==> src/rtl/axis_text_framer.sv <==
// axis_text_framer: packs an ASCII byte stream into a 4x16 character frame and emits it on a wide AXI-Stream output.
// Optional idle auto-flush when AXIS_TEXT_FRAMER_AUTO_FLUSH_EN is defined.
module axis_text_framer #(
  parameter int TIMEOUT_CYCLES = 1000000,
  parameter logic [7:0] FILL_CHAR = 8'h20
) (
  input  logic         clk,
  input  logic         resetn,
  input  logic [7:0]   s_axis_tdata,
  input  logic         s_axis_tvalid,
  output logic         s_axis_tready,
  output logic [127:0] m_axis_tdata_str1,
  output logic [127:0] m_axis_tdata_str2,
  output logic [127:0] m_axis_tdata_str3,
  output logic [127:0] m_axis_tdata_str4,
  output logic         m_axis_tvalid,
  input  logic         m_axis_tready
);
  typedef enum logic {FILL, SEND} state_t;
  state_t       state;
  logic [511:0] cells;
  logic [5:0]   cur;
  logic         dirty;
  logic         acc;
  logic         prn;
  logic         is_lf;
  logic         is_cr;
  logic         is_ff;
  logic         timeout;
  logic         go_send;
  assign acc   = s_axis_tvalid & s_axis_tready;
  assign prn   = s_axis_tdata >= 8'h20 && s_axis_tdata <= 8'h7e;
  assign is_lf = s_axis_tdata == 8'h0a;
  assign is_cr = s_axis_tdata == 8'h0d;
  assign is_ff = s_axis_tdata == 8'h0c;
  assign {m_axis_tdata_str1, m_axis_tdata_str2, m_axis_tdata_str3, m_axis_tdata_str4} = cells;
`ifdef AXIS_TEXT_FRAMER_AUTO_FLUSH_EN
  localparam int CW = $clog2(TIMEOUT_CYCLES + 1);
  logic [CW-1:0] idle;
  // Saturates so a clean buffer can idle forever without wrapping.
  always_ff @(posedge clk) begin
    if (!resetn || state == SEND || acc) idle <= '0;
    else if (idle != CW'(TIMEOUT_CYCLES - 1)) idle <= idle + CW'(1);
  end
  assign timeout = state == FILL && !acc && dirty && idle == CW'(TIMEOUT_CYCLES - 1);
`else
  localparam int unused_timeout = TIMEOUT_CYCLES;
  assign timeout = 1'b0;
`endif
  assign go_send = (acc && (is_ff || (prn && cur == 6'd63) || (is_lf && cur[5:4] == 2'd3))) || timeout;
  always_ff @(posedge clk) begin
    if (!resetn) begin
      state         <= FILL;
      s_axis_tready <= 1'b0;
      m_axis_tvalid <= 1'b0;
      cells         <= {64{FILL_CHAR}};
      cur           <= '0;
      dirty         <= 1'b0;
    end else if (state == SEND) begin
      if (m_axis_tready) begin
        state         <= FILL;
        s_axis_tready <= 1'b1;
        m_axis_tvalid <= 1'b0;
        cells         <= {64{FILL_CHAR}};
        cur           <= '0;
        dirty         <= 1'b0;
      end
    end else begin
      s_axis_tready <= !go_send;
      if (go_send) begin
        state         <= SEND;
        m_axis_tvalid <= 1'b1;
      end
      // Cell index = line*16 + column, first cell in the top byte of the buffer.
      if (acc && prn) begin
        cells[511 - 8*int'(cur) -: 8] <= s_axis_tdata;
        cur   <= cur + 6'd1;
        dirty <= 1'b1;
      end else if (acc && is_lf) begin
        cur <= {cur[5:4] + 2'd1, 4'd0};
      end else if (acc && is_cr) begin
        cur[3:0] <= 4'd0;
      end
    end
  end
endmodule

==> config.mk <==
export PLATFORM = sky130hd
export DESIGN_NAME = axis_text_framer
export DESIGN_NICKNAME = d
export VERILOG_FILES = /design/src/rtl/axis_text_framer.sv
export SDC_FILE = /design/constraint.sdc
export NUM_CORES = 1
export LEC_CHECK = 0
export BUFFER_PORTS_ARGS = -buffer_cell sky130_fd_sc_hd__clkbuf_2
export CAP_MARGIN = 40
export CORE_ASPECT_RATIO = 0.75
export CORE_MARGIN = 10
export CORE_UTILIZATION = 59
export CTS_BUF_LIST = sky130_fd_sc_hd__clkbuf_2
export CTS_CLUSTER_DIAMETER = 200
export CTS_CLUSTER_SIZE = 25
export DETAILED_ROUTE_END_ITERATION = 16
export GPL_TIMING_DRIVEN = 0
export PLACE_DENSITY = 0.88
export SYNTH_ARGS = -nofsm -noshare
export SYNTH_HDL_FRONTEND = slang
export SYNTH_SLANG_ARGS = --single-unit
==> constraint.sdc <==
create_clock -name clk -period 5.9 [get_ports clk]
set_input_delay 0.295 -clock clk [delete_from_list [all_inputs] [get_ports clk]]
set_output_delay 0.295 -clock clk [all_outputs]
set_load 0.02 [all_outputs]
Word-level counts from Yosys, hierarchy flattened
Cells that the tools add are included.

word-level totals
  word-level logic and storage cells = 57
  input bits = 12
  output and inout bits = 514
  flip-flop bits (word level) = 521

operators by class
  muxes and demuxes = 18
  order comparisons = 2
  $add $sub $neg = 4
  reduce and logical (&&, ||, !) cells = 18
  shift operators = 2
  equality and inequality tests = 6
  bitwise logic cells = 1

operators with widths
  cell                                                                               number
  512-bit 2-to-1 mux                                                                 3
  8-bit by 33-bit variable shift with 519-bit output (first input constant)          1
  8-bit by 33-bit indexed part select with 519-bit output                            1
  512-bit bitwise mux                                                                1
  10-bit negation with 33-bit output                                                 1
  8-bit by 4-bit == test with 1-bit output (second input constant)                   3
  6-bit 2-to-1 mux                                                                   3
  9-bit by 9-bit subtractor with 10-bit output (first input constant)                1
  8-bit by 6-bit >= comparator with 1-bit output (second input constant)             1
  8-bit by 7-bit less-or-equal comparator with 1-bit output (second input constant)  1
  1-bit 2-to-1 mux                                                                   8
  4-bit 2-to-1 mux                                                                   2
  2-bit AND reduction                                                                4
  1-bit logical AND                                                                  7
  6-bit by 1-bit adder with 6-bit output (second input constant)                     1
  6-bit == test (second input constant)                                              1
  2-bit nonzero test                                                                 2
  4-bit nonzero test                                                                 1
  3-bit nonzero test                                                                 1
  2-bit by 1-bit adder with 2-bit output (second input constant)                     1
  2-bit == test (second input constant)                                              1
  1-bit logical OR                                                                   2
  2-bit 2-to-1 mux                                                                   1
  2-bit != test (second input constant)                                              1
  2 further kinds                                                                    2

Longest topological paths before layout
  depth after elaboration = 8
  gate-level depth with buffers = 10
  gate-level depth less buffers = 6

Worst setup path before layout
Ideal clock, no wire load.

  path kind = register to register
  start = reg cur[0]
  end = reg cells[344]
  slack = 3.415 ns
  period minus slack after synthesis = 2.485 ns
  cell stages (with the launch flop) = 10
  data required time = 5.827 ns
  path buffers = 3
  setup time = 0.073 ns
  arrival = 2.412 ns
  path through = dfxtp_1 -> clkbuf_1 -> clkbuf_1 -> inv_1 -> ha_1 -> clkbuf_1 -> nand3b_1 -> or3_1 -> o21ai_0 -> mux2i_1

between the ends
  cells in the longest elaborated chain, start to end = 6
  elaborated cells on any way between the ends = 7
  those cells by class = add/sub: 2; shift: 2; mux: 3

ends and longest elaborated chain
  item                                                                                                                           RTL line  text
  start: declaration                                                                                                             22        logic [5:0] cur;
  start signal: assignment                                                                                                       77        cur <= cur + 6'd1;
  start signal: assignment                                                                                                       80        cur <= {cur[5:4] + 2'd1, 4'd0};
  9-bit by 9-bit subtractor with 10-bit output (*)                                                                               76        cells[511 - 8*int'(cur) -: 8] <= s_axis_tdata;
  10-bit negation with 33-bit output (*)                                                                                         76
  8-bit by 33-bit indexed part select with 519-bit output or 8-bit by 33-bit variable shift with 519-bit output (tied branches)  76
  512-bit bitwise mux (*)                                                                                                        76
  512-bit 2-to-1 mux (*)                                                                                                         75        if (acc && prn) begin
  512-bit 2-to-1 mux (*)                                                                                                         59        end else if (state == SEND) begin
  end signal: assignment                                                                                                         56        cells <= {64{FILL_CHAR}};
  end signal: assignment                                                                                                         64        cells <= {64{FILL_CHAR}};
  end signal: indexed assignment                                                                                                 76
  end: declaration                                                                                                               21        logic [511:0] cells;

Mark *: on every way between the ends. The rest lies on a longest branch, timed or not. The select of a mux whose other input is x is not followed.
A chain may end at the register's enable or synchronous reset.

Final worst setup path
  start = reg cur[1]
  end = reg cells[95]

Same word-level chain as after synthesis.

==> flow_summary.yaml <==
outcome:
  run_status: "finished, final reports clean"
clock_network:
  cts_tree: "done"
  numCtsBuffers: 24
  clkTransAtPathRegs_ns: 0.47
  h-tree-depth: 1
  cts-resized-gates: 0
  max_buffers_root_to_sink: 3
  tritoncts_sink_count: 521
  clock_insertion_delay_worst_skew_ns: 1.21
  root_buffer: "clkbuf_2"
detailed_routing:
  drt-wirelength-per-cell_um: 30.6
  post_drt_via_cell_ratio: 6.59
  dr_total_vias: 21167
  detailed_router_iteration_count_before_antenna_repair: 7
  remaining_drc_errors: 0
  drt_wl_total_mm: 98.3
  ant_nets: 0
  dr.first_iter.drc_count: 3065
finish:
  nNetsFinal: 2768
  area_growth_syn_to_layout_pct: 18.7
  drive_above_1_share: 0.238
  fin_util: 0.707
  fin_area_um2: 24400
floorplanning:
  dieArea_um2: 42700
  num_io_pins: 526
  fp.dieW_um: 235
  initial_utilization: 0.595
  core_region_area_um2: 34500
  rows: 59
  die_h_um: 181
critical_path:
  cp_cell_sequence: "clkbuf_1, clkbuf_1, inv_1, ha_1, clkbuf_1, nand2_1, nor2_1, o211ai_1, and3_1"
  cp_slowest_cell: "nor2_1"
  timing.critical_path.arrival_ns: 4.99
  end_kind: "flip-flop"
  crit_required_ns: 7.03
  crit_fanout: 10
  critPathLaunchType: "flip-flop"
  worst-path-buf-inv: 4
  critical_path_class: "reg2reg"
  critical_path.most_common_cell: "clkbuf_1"
  critical-path-top-delay-family: "buffers and inverters"
  critical_path.max_stage_delay_ns: 0.66
global_route:
  grt_pass1_vias: 20264
  maximum_number_of_pins_on_one_net_before_global_route_repair: 26
  grt_first_pass_wirelength_mm: 140
  gr-total-overflow: 0
  grt_antenna_before_repair: 4
  globalRouteTotalUtil: 0.434
synth:
  yosys_warnings: 0
  synthFlopType: "dfxtp_1"
  post_synth_inst_count: 2156
  synth_seq_cells: 521
  netlist.area_leader.share: 0.508
  avgSynthCellArea_um2: 9.52
  synth.net_count: 2175
  synth.most_common_cell: "dfxtp_1"
  synth_area_um2: 20500
  async_sr_flop_fraction: 0
  largest_area_contributor_in_the_netlist: "dfxtp_1"
  synth_enable_flop_cells: 0
  synth.distinct_cells: 77
  synthTopCellsByCount: "dfxtp_1 (521), nand2_1 (447), mux2i_1 (292)"
  synth.area.top_cells: "dfxtp_1 (51%), mux2i_1 (14%), nand2_1 (8.2%), nor2_1 (2.2%), clkbuf_1 (2.2%)"
  sequential_share_of_the_synthesized_area: 0.508
placement:
  portBuffers: 522
  place_hpwl_mm: 76.7
  place_area_um2: 24000
  gpl.final_weighted_congestion: 1.06
sta:
  layout_worst_path_cycle_share: 0.654
  clock_skew_ns: 0.101
  hold_violations: 0
  report.final.setup_viol: 0
  worst_slew_margin_rel: 0.329
  final_total_negative_setup_slack_ns: 0
  fmax_mhz: 259
  timing.final.crit_period_ns: 3.86
  worst_slew_pin_slew_ns: 1.01
  grt_setup_unrepaired: "no"
  maxSlewViolCount: 0
hold_path:
  holdCritPathClass: "in2reg"
power_and_ir_drop:
  vdd_ir_drop_max_v: 0.000236
  leakage_nw: 10.3
  p_per_area_nw_per_um2: 210
flow_run:
  maxCapViolCount: 0
-- stage by stage --
step	std cells	setup slack [ns]	hold slack, ns	power (mW)
6_report	3210	2.04	0.134	5.13
5_1_grt	3207	2.04	0.121	5.19
4_1_cts	3205	2.28	0.0967	5.06
3_5_place_dp	3158	2.43	0.421	3.88
3_3_place_gp	3135	2.45	0.415	3.86
2_1_floorplan	2156	3.42	0.509	3.73
-- final timing paths --
| kind | start | end | slack [ns] | depth (start not counted) |
|---|---|---|---|---|
| max reg2reg | cur[1] | cells[95] | 2.04 | 9 |
| min | s_axis_tdata[4] | cells[4] | 0.13 | 5 |
| max | cur[1] | cells[95] | 2.04 | 9 |
| min reg2reg | cells[71] | cells[71] | 0.45 | 2 |
-- power by group --
group          switching, mW  total (mW)  internal (mW)
Combinational          0.257       0.315         0.0579
Clock                   1.06        1.25          0.194
Sequential           0.00243        3.56           3.56
-- state kept, by name, summed over array words and instances (netlist names) --
signal and count:
cells 512, cur 6, m_axis_tvalid 1, s_axis_tready 1, state 1
-- layout make-up --
cell class	count	area, um2
inverters	8	30.0
well taps	457	572
plain buffers	170	691
fillers	2594	10100
flip-flops and latches	521	10400
multi-input cells	1457	9370
clock inverters	2	60.1
repair buffers	567	3080
clock buffers	24	120
diodes	4	10.0
-- routing by layer --
layer,track usage,wire (um),share of wire,vias to the layer above
met1,0.549,36500,0.37,10268
met2,0.659,42200,0.43,1812
met4,0.178,5100,0.052,4
met5,0,27,0.00027,-
met3,0.162,14500,0.15,358
li1,-,-,-,8725
-- layout by cell type (no fill, tap or decap), types with 6 or more instances in the layout --
cell	count
clkbuf_2	549
dfxtp_1	521
nand2_1	447
mux2i_1	292
nor2_1	120
clkbuf_1	119
nand3_1	70
o211ai_1	53
a21oi_1	51
and3_1	47
o21ai_0	30
buf_2	28
and2_1	26
o22ai_1	23
a211oi_1	22
buf_1	21
a22o_1	21
dlygate4sd3_1	21
nor3_1	19
a31oi_1	17
nand4_1	16
nor3_4	13
o2bb2ai_1	13
buf_6	12
a31o_2	12
nor4_1	12
and3b_1	11
nand2b_1	10
o32ai_1	9
o21a_1	9
a32o_1	9
o2111ai_1	8
ha_1	7
buf_8	7
inv_1	6
nor2b_1	6
o31ai_1	6
or2_2	6
-- kinds of logic after synthesis --
| group | synth area share |
|---|---|
| AO/OA/AOI/OAI | 0.116 |
| XOR/XNOR | 0.000854 |
| adder cells (fa/ha/maj) | 0.00427 |
| buffers and inverters | 0.0351 |
| flip-flops | 0.508 |
| multiplexers | 0.142 |
| AND/OR/NAND/NOR | 0.193 |
-- worst min-delay path: stages --
cell and delay [ns]:
dlygate4sd3_1 0.54, clkbuf_2 0.15, clkbuf_1 0.18, nand4_1 0.10
a21oi_1 0.06
-- what timing repair did --
item | 4_1_cts | 5_1_grt
endpoints found under the setup margin | 0 | 0
buffers inserted | 0 | 0
endpoints found under the hold margin | 224 | 0
hold buffers | 21 | 0
Power figures use the tool's default switching activity.
